**src/rtl/countdown_pkg.sv**
```systemverilog
// Shared types and constants for the pre-round countdown overlay.
package countdown_pkg;

    typedef enum logic [2:0] {
        IDLE,
        SHOW3,
        SHOW2,
        SHOW1,
        SHOWF
    } cd_state_t;

    localparam logic [1:0] CD_SEL_THREE = 2'd0;
    localparam logic [1:0] CD_SEL_TWO   = 2'd1;
    localparam logic [1:0] CD_SEL_ONE   = 2'd2;
    localparam logic [1:0] CD_SEL_FIGHT = 2'd3;

    // Chroma-green palette entry of each countdown palette, treated as transparent.
    localparam logic [1:0] KEY_INDEX [0:3] = '{2'd0, 2'd1, 2'd0, 2'd1};

endpackage

```
**src/rtl/countdown_overlay_ctrl_if.sv**
```systemverilog
// Pixel, sprite-ROM and sequence-control signals between the overlay controller and its peers.
interface countdown_overlay_ctrl_if #(
    parameter int unsigned ADDR_W = 14
);
    logic              start;
    logic              frame_tick;
    logic [9:0]        DrawX;
    logic [9:0]        DrawY;
    logic [ADDR_W-1:0] rom_addr;
    logic [1:0]        rom_data;
    logic [1:0]        pal_sel;
    logic [1:0]        pix_index;
    logic              pix_valid;
    logic              busy;
    logic              done;

    modport master (
        output start, frame_tick, DrawX, DrawY, rom_data,
        input  rom_addr, pal_sel, pix_index, pix_valid, busy, done
    );

    modport slave (
        input  start, frame_tick, DrawX, DrawY, rom_data,
        output rom_addr, pal_sel, pix_index, pix_valid, busy, done
    );
endinterface

```
**src/rtl/countdown_seq_fsm.sv**
```systemverilog
// "3, 2, 1, FIGHT" step sequencer: advances one step every FRAMES_PER_STEP frame ticks.
module countdown_seq_fsm
    import countdown_pkg::*;
#(
    parameter int unsigned FRAMES_PER_STEP = 60
) (
    input  logic       clk_i,
    input  logic       rst_i,
    input  logic       start_i,
    input  logic       frame_tick_i,
    output logic       busy_o,
    output logic       done_o,
    output logic [1:0] sel_o
);
    localparam int unsigned CntW =
        ($clog2(FRAMES_PER_STEP) > 6) ? $clog2(FRAMES_PER_STEP) : 6;
    localparam logic [CntW-1:0] CntLast = CntW'(FRAMES_PER_STEP - 1);

    cd_state_t       state_q, state_d;
    logic [CntW-1:0] cnt_q, cnt_d;
    logic            busy_q, busy_d;
    logic            done_q, done_d;

    always_comb begin
        state_d = state_q;
        cnt_d   = cnt_q;
        done_d  = 1'b0;
        unique case (state_q)
            IDLE: begin
                // A tick coinciding with start is not counted.
                if (start_i) begin
                    state_d = SHOW3;
                    cnt_d   = '0;
                end
            end
            SHOW3, SHOW2, SHOW1, SHOWF: begin
                if (frame_tick_i) begin
                    if (cnt_q == CntLast) begin
                        cnt_d = '0;
                        unique case (state_q)
                            SHOW3:   state_d = SHOW2;
                            SHOW2:   state_d = SHOW1;
                            SHOW1:   state_d = SHOWF;
                            default: begin
                                state_d = IDLE;
                                done_d  = 1'b1;
                            end
                        endcase
                    end else begin
                        cnt_d = cnt_q + 1'b1;
                    end
                end
            end
            default: state_d = IDLE;
        endcase
        busy_d = (state_d != IDLE);
    end

    always_ff @(posedge clk_i) begin
        if (rst_i) begin
            state_q <= IDLE;
            cnt_q   <= '0;
            busy_q  <= 1'b0;
            done_q  <= 1'b0;
        end else begin
            state_q <= state_d;
            cnt_q   <= cnt_d;
            busy_q  <= busy_d;
            done_q  <= done_d;
        end
    end

    always_comb begin
        sel_o = CD_SEL_THREE;
        unique case (state_q)
            SHOW2:   sel_o = CD_SEL_TWO;
            SHOW1:   sel_o = CD_SEL_ONE;
            SHOWF:   sel_o = CD_SEL_FIGHT;
            default: sel_o = CD_SEL_THREE;
        endcase
    end

    assign busy_o = busy_q;
    assign done_o = done_q;

endmodule

```
**src/rtl/countdown_overlay_ctrl.sv**
```systemverilog
// Countdown overlay: sequencer plus a 3-stage pixel pipeline through the sprite ROM.
module countdown_overlay_ctrl
    import countdown_pkg::*;
#(
    parameter int unsigned BOX_X0          = 256,
    parameter int unsigned BOX_Y0          = 176,
    parameter int unsigned BOX_W           = 128,
    parameter int unsigned BOX_H           = 128,
    parameter int unsigned FRAMES_PER_STEP = 60,
    parameter int unsigned ADDR_W          = 14
) (
    input  logic                     Clk,
    input  logic                     Reset,
    countdown_overlay_ctrl_if.slave  bus
);
    localparam int unsigned XW = $clog2(BOX_W);
    localparam int unsigned YW = ADDR_W - XW;

    localparam logic [9:0] XLo = 10'(BOX_X0);
    localparam logic [9:0] XHi = 10'(BOX_X0 + BOX_W - 1);
    localparam logic [9:0] YLo = 10'(BOX_Y0);
    localparam logic [9:0] YHi = 10'(BOX_Y0 + BOX_H - 1);

    logic       seq_busy;
    logic       seq_done;
    logic [1:0] seq_sel;

    countdown_seq_fsm #(
        .FRAMES_PER_STEP(FRAMES_PER_STEP)
    ) u_seq (
        .clk_i       (Clk),
        .rst_i       (Reset),
        .start_i     (bus.start),
        .frame_tick_i(bus.frame_tick),
        .busy_o      (seq_busy),
        .done_o      (seq_done),
        .sel_o       (seq_sel)
    );

    logic              in_box;
    logic [XW-1:0]     dx;
    logic [YW-1:0]     dy;
    logic [ADDR_W-1:0] rom_addr_q, rom_addr_d;
    logic              in_box_s1_q, in_box_s2_q;
    logic              busy_s1_q, busy_s2_q;
    logic [1:0]        sel_s1_q, sel_s2_q;
    logic [1:0]        pal_sel_q;
    logic [1:0]        pix_index_q;
    logic              pix_valid_q, pix_valid_d;

    // Offsets fit in the low bits because they are only used when in the box.
    always_comb begin
        in_box = (bus.DrawX >= XLo) && (bus.DrawX <= XHi) &&
                 (bus.DrawY >= YLo) && (bus.DrawY <= YHi);
        dx     = bus.DrawX[XW-1:0] - XLo[XW-1:0];
        dy     = bus.DrawY[YW-1:0] - YLo[YW-1:0];
        rom_addr_d  = in_box ? {dy, dx} : rom_addr_q;
        pix_valid_d = busy_s2_q & in_box_s2_q & (bus.rom_data != KEY_INDEX[sel_s2_q]);
    end

    always_ff @(posedge Clk) begin
        if (Reset) begin
            rom_addr_q  <= '0;
            in_box_s1_q <= 1'b0;
            in_box_s2_q <= 1'b0;
            busy_s1_q   <= 1'b0;
            busy_s2_q   <= 1'b0;
            sel_s1_q    <= '0;
            sel_s2_q    <= '0;
            pal_sel_q   <= '0;
            pix_index_q <= '0;
            pix_valid_q <= 1'b0;
        end else begin
            rom_addr_q  <= rom_addr_d;
            in_box_s1_q <= in_box;
            busy_s1_q   <= seq_busy;
            sel_s1_q    <= seq_sel;
            in_box_s2_q <= in_box_s1_q;
            busy_s2_q   <= busy_s1_q;
            sel_s2_q    <= sel_s1_q;
            pal_sel_q   <= sel_s2_q;
            pix_index_q <= bus.rom_data;
            pix_valid_q <= pix_valid_d;
        end
    end

    assign bus.rom_addr  = rom_addr_q;
    assign bus.pal_sel   = pal_sel_q;
    assign bus.pix_index = pix_index_q;
    assign bus.pix_valid = pix_valid_q;
    assign bus.busy      = seq_busy;
    assign bus.done      = seq_done;

endmodule

```
**src/flat_wrapper.sv**
```systemverilog
// flat-port wrapper written by rule: the top's interface ports become plain ports
module countdown_overlay_ctrl_flat import countdown_pkg::*;
#(
    parameter int unsigned BOX_X0          = 256,
    parameter int unsigned BOX_Y0          = 176,
    parameter int unsigned BOX_W           = 128,
    parameter int unsigned BOX_H           = 128,
    parameter int unsigned FRAMES_PER_STEP = 60,
    parameter int unsigned ADDR_W          = 14
)
  (Clk, Reset, bus_start, bus_frame_tick, bus_DrawX, bus_DrawY, bus_rom_data, bus_rom_addr, bus_pal_sel, bus_pix_index, bus_pix_valid, bus_busy, bus_done);
  countdown_overlay_ctrl_if #(.ADDR_W(ADDR_W)) bus_i ();
  input  logic Clk;
  input  logic Reset;
  input wire logic [$bits(bus_i.start)-1:0] bus_start;
  input wire logic [$bits(bus_i.frame_tick)-1:0] bus_frame_tick;
  input wire logic [$bits(bus_i.DrawX)-1:0] bus_DrawX;
  input wire logic [$bits(bus_i.DrawY)-1:0] bus_DrawY;
  input wire logic [$bits(bus_i.rom_data)-1:0] bus_rom_data;
  output wire logic [$bits(bus_i.rom_addr)-1:0] bus_rom_addr;
  output wire logic [$bits(bus_i.pal_sel)-1:0] bus_pal_sel;
  output wire logic [$bits(bus_i.pix_index)-1:0] bus_pix_index;
  output wire logic [$bits(bus_i.pix_valid)-1:0] bus_pix_valid;
  output wire logic [$bits(bus_i.busy)-1:0] bus_busy;
  output wire logic [$bits(bus_i.done)-1:0] bus_done;
  assign bus_i.start = bus_start;
  assign bus_i.frame_tick = bus_frame_tick;
  assign bus_i.DrawX = bus_DrawX;
  assign bus_i.DrawY = bus_DrawY;
  assign bus_i.rom_data = bus_rom_data;
  assign bus_rom_addr = bus_i.rom_addr;
  assign bus_pal_sel = bus_i.pal_sel;
  assign bus_pix_index = bus_i.pix_index;
  assign bus_pix_valid = bus_i.pix_valid;
  assign bus_busy = bus_i.busy;
  assign bus_done = bus_i.done;
  countdown_overlay_ctrl #(.BOX_X0(BOX_X0), .BOX_Y0(BOX_Y0), .BOX_W(BOX_W), .BOX_H(BOX_H), .FRAMES_PER_STEP(FRAMES_PER_STEP), .ADDR_W(ADDR_W)) u_core (.Clk(Clk), .Reset(Reset), .bus(bus_i));
endmodule
```
**config.mk**
```make
export PLATFORM = sky130hd
export DESIGN_NAME = countdown_overlay_ctrl_flat
export DESIGN_NICKNAME = d
export VERILOG_FILES = /design/src/rtl/countdown_pkg.sv /design/src/rtl/countdown_overlay_ctrl_if.sv /design/src/rtl/countdown_seq_fsm.sv /design/src/rtl/countdown_overlay_ctrl.sv /design/src/flat_wrapper.sv
export SDC_FILE = /design/constraint.sdc
export NUM_CORES = 1
export LEC_CHECK = 0
export CORE_MARGIN = 2
export CORE_UTILIZATION = 42
export DETAILED_ROUTE_END_ITERATION = 12
export PLACE_DENSITY = 0.74
export SLEW_MARGIN = 15
export SYNTH_ARGS = -nofsm -noshare
export SYNTH_HDL_FRONTEND = slang
export SYNTH_SLANG_ARGS = --single-unit
```
**constraint.sdc**
```tcl
create_clock -name Clk -period 1.54 [get_ports Clk]
set_input_delay 0.231 -clock Clk [delete_from_list [all_inputs] [get_ports Clk]]
set_output_delay 0.231 -clock Clk [all_outputs]
set_load 0.1 [all_outputs]
```
== Word-level counts from Yosys, hierarchy flattened ==
Cells that the tools add are included.

* Word-level logic and storage cells: 59
* Output and inout port bits: 21
* Bits in registers: 38

* Add/subtract/negate cells: 2
* Muxes and demuxes: 14
* Equality and inequality tests: 8
* Reduce and logical (&&, ||, !) cells: 10
* Magnitude comparators: 5
* Bitwise logic cells: 6

{| class="wikitable"
|+ Operator list
! operator !! number
|-
| 10-bit by 9-bit less-or-equal comparator with 1-bit output, second input constant || 2
|-
| 6-bit two-way mux || 3
|-
| 6-bit case mux with 2 select lines || 1
|-
| 10-bit by 8-bit >= comparator with 1-bit output, second input constant || 1
|-
| 10-bit by 9-bit >= comparator with 1-bit output, second input constant || 1
|-
| 3-bit two-way mux || 3
|-
| 3-bit case mux with 3 select lines || 1
|-
| 4-bit OR reduction || 2
|-
| 7-bit by 6-bit subtractor with 7-bit output, second input constant || 1
|-
| 6-bit by 1-bit adder with 6-bit output, second input constant || 1
|-
| 3-bit by 2-bit equality test with 1-bit output, second input constant || 2
|-
| 6-bit equality test, second input constant || 1
|-
| 2-bit case mux with 3 select lines || 1
|-
| 3-bit case mux with 2 select lines || 1
|-
| 2-bit binary-select mux with 2-bit select || 1
|-
| 2-bit two-way mux || 2
|-
| 2-bit inequality test, second input constant || 2
|-
| 3-bit by 1-bit equality test with 1-bit output, second input constant || 1
|-
| 3-bit equality test, second input constant || 1
|-
| 3-bit >= comparator, second input constant || 1
|-
| 1-bit logical AND || 3
|-
| 3-bit zero test || 1
|-
| 1-bit inverter || 3
|-
| 2-bit inverter with 3-bit output || 1
|-
| 7 further kinds || 8
|}

== Depth between registers and ports, before layout ==
Gate-level depths: netlist of run 1.

* Depth after elaboration: 6
* Mapped depth: 7
* Depth with buffers taken out: 6

== Modules after synthesis ==
Synthesis of run 1 repeated with hierarchy kept, for this count alone.

* Cells, all modules: 185
* Area, all modules: 1,696.6 um^2

{| class="wikitable"
|+ By module, submodules not included
! module !! cells an instance !! area an instance (um^2) !! seq. area each (um^2) !! times used
|-
| countdown_overlay_ctrl || 113 || 1,089.8 || 540.5 || 1
|-
| countdown_seq_fsm || 72 || 606.8 || 220.2 || 1
|}

== Worst setup path before layout of run 1 ==
No wires, ideal clock.

* Path type: flip-flop to flip-flop
* Start: register u_core.u_seq.cnt_q[0]
* End: register u_core.u_seq.cnt_q[0]
* Clock period less this slack: 1.552 ns
* Required time: 1.409 ns
* Cell stages (with the launch flop): 6
* Path slack: -0.012 ns
* Arrival: 1.421 ns
* Buffers on the path: 0
* Cells stage by stage: dfxtp_1 -> ha_1 -> nand4b_1 -> o311a_2 -> a21oi_1 -> nor3_1

* Word-level cells in the longest chain between the ends: 4

{| class="wikitable"
|+ RTL lines
! element !! line !! RTL
|-
| start, declared || countdown_seq_fsm.sv:20 || <nowiki>logic [CntW-1:0] cnt_q, cnt_d;</nowiki>
|-
| start signal, assigned || countdown_seq_fsm.sv:67 || <nowiki>cnt_q <= cnt_d;</nowiki>
|-
| 6-bit by 1-bit adder with 6-bit output / 6-bit equality test (equally long branches) || countdown_seq_fsm.sv:50, countdown_seq_fsm.sv:38 ||
|-
| 6-bit two-way mux * || countdown_seq_fsm.sv:38 || <nowiki>if (cnt_q == CntLast) begin</nowiki>
|-
| 6-bit two-way mux * || countdown_seq_fsm.sv:37 || <nowiki>if (frame_tick_i) begin</nowiki>
|-
| 6-bit case mux with 2 select lines * || countdown_seq_fsm.sv:28 || <nowiki>unique case (state_q)</nowiki>
|}

Every way passes the cells marked *; elsewhere a longest branch is shown, timed or not. The select of a mux whose other input is x is not followed.
A chain may end at the register's enable or synchronous reset.

== Final worst setup path of run 1 ==
* Start: register u_core.u_seq.cnt_q[1]
* End: register u_core.u_seq.busy_q, in the netlist u_core.u_seq.busy_o

* Word-level cells in the longest chain between the ends: 5

{| class="wikitable"
|+ RTL lines
! element !! line !! RTL
|-
| 6-bit equality test || countdown_seq_fsm.sv:38 ||
|-
| 3-bit two-way mux || countdown_seq_fsm.sv:38 ||
|-
| 3-bit two-way mux || countdown_seq_fsm.sv:37 ||
|-
| 3-bit case mux with 2 select lines || countdown_seq_fsm.sv:28 ||
|-
| 3-bit nonzero test || countdown_seq_fsm.sv:56 || <nowiki>busy_d = (state_d != IDLE);</nowiki>
|-
| end signal, assigned || countdown_seq_fsm.sv:68 || <nowiki>busy_q <= busy_d;</nowiki>
|-
| end, declared || countdown_seq_fsm.sv:21 || <nowiki>logic busy_q, busy_d;</nowiki>
|}

No other way between the ends.

==> flow_metrics.env, run 1 <==
export IMPL_setup_reg_to_reg_worst_slack_ps=-130
export IMPL_detail_route_vias_per_cell=5.77
export IMPL_synth_seq_cells=38
export IMPL_critical_path_peak_fanout=5
export IMPL_maxCapViolations=0
export IMPL_crit_path_max_incr_delay_ps=360
export IMPL_slew_limit_headroom_pct=80.0
export IMPL_postSynth_asyncResetShare_pct=0
export IMPL_dominantRegCellSynth="sky130_fd_sc_hd__dfxtp_1"
export IMPL_worst_setup_slack_before_clock_tree_synthesis_ps=-441
export IMPL_whs_ps=359
export IMPL_grt_max_degree=28
export IMPL_timing_worst_slew_pin_value_ps=297
export IMPL_setup_viol_count_final=6
export IMPL_fillerInstances=226
export IMPL_cts_root_buffer="sky130_fd_sc_hd__clkbuf_8"
export IMPL_number_of_enable_flip_flop_cells_after_synthesis=0
export IMPL_final_max_slew_viol_count=0
export IMPL_synth_cell_area_um2=1670
export IMPL_min_delay_path_class="in2reg"
export IMPL_path_cells="ha_4 -> nand4b_1 -> buf_4 -> o211ai_1 -> a21oi_2 -> or3_1"
export IMPL_static_leakage_power_nw=1.09
export IMPL_clk_pin_slew_worst_paths_ps=70
export IMPL_layout_drive_gt1_share_pct=36.2
export IMPL_fraction_of_the_yosys_area_taken_by_sequential_cells_pct=45.5
export IMPL_power_per_cell_area_nw_per_um2=834
export IMPL_drt_antenna_violating_nets=0
export IMPL_die_area_um2=4500
export IMPL_initial_antenna_violation_count=0
export IMPL_areaGrowthSynthToFinish_pct=75.4
export IMPL_post_route_util_pct=78.3
export IMPL_setup_worst_path_end_class="flop"
export IMPL_synth_largest_area_cell="sky130_fd_sc_hd__dfxtp_1"
export IMPL_timing_critical_path_to="u_core.u_seq.busy_o$_SDFF_PP0_"
export IMPL_start_util_pct=44.7
export IMPL_max_vdd_ir_drop_uv=980
export IMPL_required_ps=1710
export IMPL_synth_area_per_cell_um2=9.13
export IMPL_synth_largest_type_area_fraction_pct=45.5
export IMPL_dr_total_vias=1776
export IMPL_num_rows=22
export IMPL_critical_path_depth=6
export IMPL_worstSetupStartpoint="u_core.u_seq.cnt_q[1]$_SDFFE_PP0P_"
export IMPL_routabilityCongestion=0.857
export IMPL_worstPathBufferInverterCount=1
export IMPL_drt_pass1_iterations=4
export IMPL_final_net_count=288
export IMPL_critical_path_startpoint_type="flop"
export IMPL_timing_critical_path_slowest_stage_cell="sky130_fd_sc_hd__dfxtp_2"
export IMPL_drt_iter0_drc=141
export IMPL_totalNegativeSetupSlack_ps=-255
export IMPL_final_period_minus_worst_setup_slack_ps=1670
export IMPL_clock_sink_count=38
export IMPL_critical_path_reg2reg_endpoint="u_core.u_seq.busy_o$_SDFF_PP0_"
export IMPL_finClkSkew_ps=5.43
export IMPL_cpLargestDelayFamily="simple AND/OR/NAND/NOR gates"
export IMPL_synth_fp_nets=212
export IMPL_drt_drc_violations_left=0
export IMPL_worstRegToRegCells=6
export IMPL_rsz0062_at_grt="true"
export IMPL_gr_total_overflow=0
export IMPL_final_period_utilization_pct=109
export IMPL_synth_area_top_cells="sky130_fd_sc_hd__dfxtp_1 46%, sky130_fd_sc_hd__a21oi_1 6.0%, sky130_fd_sc_hd__o31ai_1 5.4%, sky130_fd_sc_hd__nor2b_1 4.9%, sky130_fd_sc_hd__nand4_1 4.5%"
export IMPL_run_status="complete, but fails checks"
export IMPL_global_route_wire_length_before_repair_mm=7.98
export IMPL_cts_tree="yes"
export IMPL_p_total_w=0.00245
export IMPL_synth_yosys_warnings=0
export IMPL_number_of_instances_in_the_synthesized_netlist=183
export IMPL_worstPathArrival_ps=1850
export IMPL_clock_path_buffers=2
export IMPL_rr_startpoint="u_core.u_seq.cnt_q[1]$_SDFFE_PP0P_"
export IMPL_failed_checks="negative setup slack"
export IMPL_die_y_um=67.1
export IMPL_grt_total_usage_pct=23.6
export IMPL_final_hold_vios=0
export IMPL_cts_htree_levels=2
export IMPL_wl_per_cell_um=17.3
export IMPL_coreArea_um2=3740
export IMPL_first_global_vias=1696
export IMPL_dieWidth_um=67.1
export IMPL_boundaryPins=47
export IMPL_hpwl_mm=3.09
export IMPL_finalWorstSetupSlack_ps=-134
export IMPL_critical_path_class="reg2reg"
export IMPL_placement_io_buffers=46
export IMPL_clkLatencyLatePin_ps=280
export IMPL_cts_buffers=5
export IMPL_route_final_wire_length_mm=5.31
export IMPL_post_synth_num_cell_types=41
export IMPL_max_freq_ghz=0.597
export IMPL_num_antenna_cells=0
[layer usage]
layer | GRT usage [%] | vias up | share of wire, %
met3 | 5.07 | 13 | 7.2
met5 | 0 | - | 0
li1 | - | 849 | -
met1 | 29.3 | 832 | 39
met4 | 5.36 | 0 | 2.0
met2 | 41.3 | 82 | 51
[worst min path at each step]
stage                                        startpoint  slack [ps]                                    to  cells after the start
after detailed placement  u_core.in_box_s2_q$_SDFF_PP0_         420       u_core.bus.pix_valid$_SDFF_PP0_                      2
after CTS                 u_core.in_box_s2_q$_SDFF_PP0_         430       u_core.bus.pix_valid$_SDFF_PP0_                      2
after floorplan                                   Reset         310    u_core.u_seq.state_q[2]$_SDFF_PP0_                      1
after global routing                       bus_DrawY[4]         380  u_core.bus.rom_addr[11]$_SDFFE_PP0P_                      3
final                                      bus_DrawY[4]         360  u_core.bus.rom_addr[11]$_SDFFE_PP0P_                      3
after global placement    u_core.in_box_s2_q$_SDFF_PP0_         400       u_core.bus.pix_valid$_SDFF_PP0_                      2
[layout make-up]
cell class | count | area [um^2] | share of cell area [%]
inverter | 3 | 11.3 | 0.384
timing repair buffer | 80 | 951 | 32.4
multi-input combinational | 131 | 1000 | 34.1
tap | 48 | 60.1 | 2.05
clock inverter | 2 | 60.1 | 2.05
sequential | 38 | 766 | 26.1
clock buffer | 6 | 82.6 | 2.82
[worst min-delay path: stages]
cell and delay (ps):
sky130_fd_sc_hd__dlymetal6s2s_1 170, sky130_fd_sc_hd__buf_4 140, sky130_fd_sc_hd__a211oi_1 60
[flip-flops by register name, indices dropped and copies added (netlist names), 2 cells and up]
register / count
u_core.bus.pal_sel: 2
u_core.bus.pix_index: 2
u_core.bus.rom_addr: 14
u_core.sel_s1_q: 2
u_core.sel_s2_q: 2
u_core.u_seq.cnt_q: 6
u_core.u_seq.state_q: 3
[timing repair]
action	in CTS	in global routing
cloned	2	1
endpoints found under the setup margin	21	21
hold buffers	0	0
pin swaps	1	10
setup buffers	1	1
resized for setup	24	24
endpoints found under the hold margin	0	0
[cells by family after synthesis]
kind of cell,synth area share (%)
AO/OA/AOI/OAI,22.5
XOR/XNOR,2.10
adder cells (fa/ha/maj),2.25
buffers and inverters,4.42
flip-flops,45.5
AND/OR/NAND/NOR,23.3
[metrics by stage]
| stage | cell area, um^2 | instances |
|---|---|---|
| floorplan | 1680 | 183 |
| global placement | 2570 | 295 |
| detailed placement | 2570 | 295 |
| CTS | 2810 | 306 |
| global route | 2930 | 308 |
| finish | 2930 | 308 |
[power by group]
group	total (W)	leakage, nW	switching (W)	internal (W)
sequential	0.00101	0.309	0.0000153	0.000999
clock	0.00104	0.0714	0.000347	0.000691
combinational	0.000394	0.710	0.000207	0.000187
total	0.00245	1.09	0.000569	0.00188
[Yosys cell counts (2+ instances only)]
master / n
sky130_fd_sc_hd__nor2_1: 5
sky130_fd_sc_hd__buf_6: 2
sky130_fd_sc_hd__a21oi_1: 20
sky130_fd_sc_hd__clkbuf_1: 7
sky130_fd_sc_hd__nand2_1: 5
sky130_fd_sc_hd__o211ai_1: 3
sky130_fd_sc_hd__nor2b_1: 13
sky130_fd_sc_hd__o21ai_0: 7
sky130_fd_sc_hd__a211oi_1: 2
sky130_fd_sc_hd__buf_2: 2
sky130_fd_sc_hd__nand3_1: 8
sky130_fd_sc_hd__nand4_1: 12
sky130_fd_sc_hd__inv_1: 3
sky130_fd_sc_hd__or3_1: 2
sky130_fd_sc_hd__nor3_1: 6
sky130_fd_sc_hd__xnor2_1: 3
sky130_fd_sc_hd__a31oi_1: 8
sky130_fd_sc_hd__ha_1: 3
sky130_fd_sc_hd__nand4b_1: 2
sky130_fd_sc_hd__dfxtp_1: 38
sky130_fd_sc_hd__o31ai_1: 12
[placed cells by master (no fill, tap or decap), types with 2 or more instances in the layout]
cell type	Yosys	final
sky130_fd_sc_hd__a211oi_1	2	2
sky130_fd_sc_hd__a21oi_1	20	15
sky130_fd_sc_hd__a21oi_2	0	4
sky130_fd_sc_hd__a31oi_1	8	8
sky130_fd_sc_hd__buf_12	0	21
sky130_fd_sc_hd__buf_4	0	31
sky130_fd_sc_hd__buf_6	2	2
sky130_fd_sc_hd__bufinv_16	0	2
sky130_fd_sc_hd__clkbuf_8	0	6
sky130_fd_sc_hd__clkdlybuf4s50_1	0	18
sky130_fd_sc_hd__dfxtp_1	38	34
sky130_fd_sc_hd__dfxtp_2	0	4
sky130_fd_sc_hd__dlygate4sd2_1	0	2
sky130_fd_sc_hd__dlymetal6s2s_1	0	5
sky130_fd_sc_hd__ha_4	0	2
sky130_fd_sc_hd__inv_1	3	3
sky130_fd_sc_hd__nand2_1	5	4
sky130_fd_sc_hd__nand3_1	8	7
sky130_fd_sc_hd__nand4_1	12	12
sky130_fd_sc_hd__nand4b_1	2	2
sky130_fd_sc_hd__nor2_1	5	4
sky130_fd_sc_hd__nor2b_1	13	13
sky130_fd_sc_hd__nor3_1	6	6
sky130_fd_sc_hd__o211ai_1	3	3
sky130_fd_sc_hd__o21ai_0	7	6
sky130_fd_sc_hd__o31ai_1	12	6
sky130_fd_sc_hd__o31ai_2	0	4
sky130_fd_sc_hd__o31ai_4	0	2
sky130_fd_sc_hd__or3_1	2	2
sky130_fd_sc_hd__xnor2_1	3	3
Note: power is estimated with default switching activity, not from simulation.
==> run 2, diff against run 1 <==
--- a/config.mk
+++ b/config.mk
@@ -5,11 +5,12 @@
 export SDC_FILE = /design/constraint.sdc
 export NUM_CORES = 1
 export LEC_CHECK = 0
+export CAP_MARGIN = 20
 export CORE_MARGIN = 2
 export CORE_UTILIZATION = 42
 export DETAILED_ROUTE_END_ITERATION = 12
 export PLACE_DENSITY = 0.74
-export SLEW_MARGIN = 15
+export SLEW_MARGIN = 40
 export SYNTH_ARGS = -nofsm -noshare
 export SYNTH_HDL_FRONTEND = slang
 export SYNTH_SLANG_ARGS = --single-unit
==> results of run 2 <==
No change in the layout: final DEF, timing and power equal those of run 1.
==> run 3, diff against run 2 <==
--- a/config.mk
+++ b/config.mk
@@ -10,6 +10,7 @@
 export CORE_UTILIZATION = 42
 export DETAILED_ROUTE_END_ITERATION = 12
 export PLACE_DENSITY = 0.74
+export RECOVER_POWER = 100
 export SLEW_MARGIN = 40
 export SYNTH_ARGS = -nofsm -noshare
 export SYNTH_HDL_FRONTEND = slang
==> flow_metrics.env, run 3 (synthesized netlist as in run 1, its figures left out) <==
export IMPL_rsz0062_at_grt="true"
export IMPL_boundaryPins=47
export IMPL_num_rows=22
export IMPL_path_cells="ha_4 -> nand4b_1 -> buf_4 -> o211ai_1 -> a21oi_2 -> or3_1"
export IMPL_grt_max_degree=28
export IMPL_post_cts_hold_buffer_count=0
export IMPL_finClkSkew_ps=6.83
export IMPL_final_max_slew_viol_count=0
export IMPL_timing_hold_worst_start="bus_DrawY[4]"
export IMPL_gr_total_overflow=0
export IMPL_detail_route_vias_per_cell=5.81
export IMPL_failed_checks="negative setup slack"
export IMPL_placement_io_buffers=46
export IMPL_max_vdd_ir_drop_uv=977
export IMPL_fillerInstances=266
export IMPL_dieWidth_um=67.1
export IMPL_coreArea_um2=3740
export IMPL_cts_root_buffer="sky130_fd_sc_hd__clkbuf_8"
export IMPL_initial_antenna_violation_count=0
export IMPL_required_ps=1720
export IMPL_placedCellCount=295
export IMPL_slew_limit_headroom_pct=62.7
export IMPL_worstRegToRegCells=6
export IMPL_post_route_util_pct=69.8
export IMPL_final_hold_vios=0
export IMPL_cts_buffers=5
export IMPL_hpwl_mm=3.09
export IMPL_wl_per_cell_um=17.4
export IMPL_clock_sink_count=38
export IMPL_final_period_minus_worst_setup_slack_ps=1710
export IMPL_critical_path_reg2reg_endpoint="u_core.u_seq.busy_o$_SDFF_PP0_"
export IMPL_max_freq_ghz=0.585
export IMPL_routabilityCongestion=0.857
export IMPL_depth_of_the_worst_hold_timing_path=3
export IMPL_final_common_cell="sky130_fd_sc_hd__dfxtp_1"
export IMPL_first_global_vias=1696
export IMPL_finalWorstSetupSlack_ps=-169
export IMPL_clock_path_buffers=2
export IMPL_timing_worst_slew_pin_value_ps=562
export IMPL_worstPathArrival_ps=1880
export IMPL_layout_drive_gt1_share_pct=36.2
export IMPL_largest_reg_flops=14
export IMPL_critical_path_class="reg2reg"
export IMPL_num_antenna_cells=0
export IMPL_start_util_pct=44.7
export IMPL_drt_drc_violations_left=0
export IMPL_rr_startpoint="u_core.u_seq.cnt_q[1]$_SDFFE_PP0P_"
export IMPL_die_area_um2=4500
export IMPL_static_leakage_power_nw=1.01
export IMPL_clk_pin_slew_worst_paths_ps=70
export IMPL_worstPathBufferInverterCount=1
export IMPL_post_route_non_filler_standard_cell_count=308
export IMPL_route_final_wire_length_mm=5.37
export IMPL_critical_path_startpoint_type="flop"
export IMPL_final_net_count=288
export IMPL_setup_reg_to_reg_worst_slack_ps=-170
export IMPL_global_route_wire_length_before_repair_mm=7.98
export IMPL_setup_worst_path_end_class="flop"
export IMPL_worst_hold_path_endpoint="u_core.bus.rom_addr[11]$_SDFFE_PP0P_"
export IMPL_cts_htree_levels=2
export IMPL_areaGrowthSynthToFinish_pct=56.4
export IMPL_power_per_cell_area_nw_per_um2=924
export IMPL_cts_tree="yes"
export IMPL_setup_viol_count_final=7
export IMPL_maxCapViolations=0
export IMPL_crit_path_max_incr_delay_ps=360
export IMPL_dr_total_vias=1790
export IMPL_most_common_layout_cells="34 x sky130_fd_sc_hd__dfxtp_1, 30 x sky130_fd_sc_hd__buf_4, 22 x sky130_fd_sc_hd__clkbuf_2"
export IMPL_drt_iter0_drc=131
export IMPL_critical_path_peak_fanout=5
export IMPL_cpLargestDelayFamily="simple AND/OR/NAND/NOR gates"
export IMPL_drt_antenna_violating_nets=0
export IMPL_final_period_utilization_pct=111
export IMPL_die_y_um=67.1
export IMPL_clkLatencyLatePin_ps=290
export IMPL_whs_ps=359
export IMPL_min_delay_path_class="in2reg"
export IMPL_drt_pass1_iterations=4
export IMPL_timing_critical_path_slowest_stage_cell="sky130_fd_sc_hd__dfxtp_2"
export IMPL_run_status="complete, but fails checks"
export IMPL_grt_total_usage_pct=23.6
[run 3: worst max path at each step]
stage	cells after the start	start	slack [ps]	end
after floorplan	5	u_core.u_seq.cnt_q[0]$_SDFFE_PP0P_	20	u_core.u_seq.busy_o$_SDFF_PP0_
after global placement	7	bus_DrawY[4]	-370	u_core.bus.rom_addr[12]$_SDFFE_PP0P_
after detailed placement	7	bus_DrawY[4]	-440	u_core.bus.rom_addr[12]$_SDFFE_PP0P_
after CTS	6	u_core.u_seq.cnt_q[0]$_SDFFE_PP0P_	-30	u_core.u_seq.busy_o$_SDFF_PP0_
after global routing	6	u_core.u_seq.cnt_q[1]$_SDFFE_PP0P_	-190	u_core.u_seq.busy_o$_SDFF_PP0_
final	6	u_core.u_seq.cnt_q[1]$_SDFFE_PP0P_	-170	u_core.u_seq.busy_o$_SDFF_PP0_
[run 3: power breakdown]
| part | internal [W] | switching, W | total (W) |
|---|---|---|---|
| Clock | 0.000691 | 0.000346 | 0.00104 |
| Combinational | 0.000161 | 0.000207 | 0.000368 |
| Sequential | 0.000999 | 0.0000113 | 0.00101 |
[run 3: layer usage]
metal	vias up	GRT usage [%]	wire length, um
li1	847	-	-
met1	838	29.3	2110
met2	86	41.3	2670
met3	19	5.07	434
met4	0	5.36	149
met5	-	0	0
[run 3: layout make-up]
cell class	count	area [um^2]	share of cell area [%]
inverters	3	11.3	0.431
well taps	48	60.1	2.30
clock inverters	2	60.1	2.30
flip-flops and latches	38	766	29.3
clock buffers	6	82.6	3.16
repair buffers	80	633	24.2
multi-input cells	131	1000	38.3
[run 3: tightest hold or removal path: cells and delay by family]
kind / cells / cell delay, ps
AO/OA/AOI/OAI: 1 / 60
buffers and inverters: 2 / 310
[run 3: repair_timing]
item	4_1_cts	5_1_grt
setup buffers	1	1
endpoints found under the setup margin	21	21
gates resized for setup	24	24
pin swaps	1	10
cloned	2	1
[run 3: metrics by stage]
step	setup slack (ps)	power (W)	instance area [um^2]	setup TNS, ps
after floorplan	23.2	0.00119	1680	0
after global placement	-370	0.00137	2570	-6800
after detailed placement	-441	0.00137	2570	-7860
after CTS	-28.7	0.00241	2810	-63.8
after global routing	-188	0.00249	2610	-729
final	-169	0.00241	2610	-455
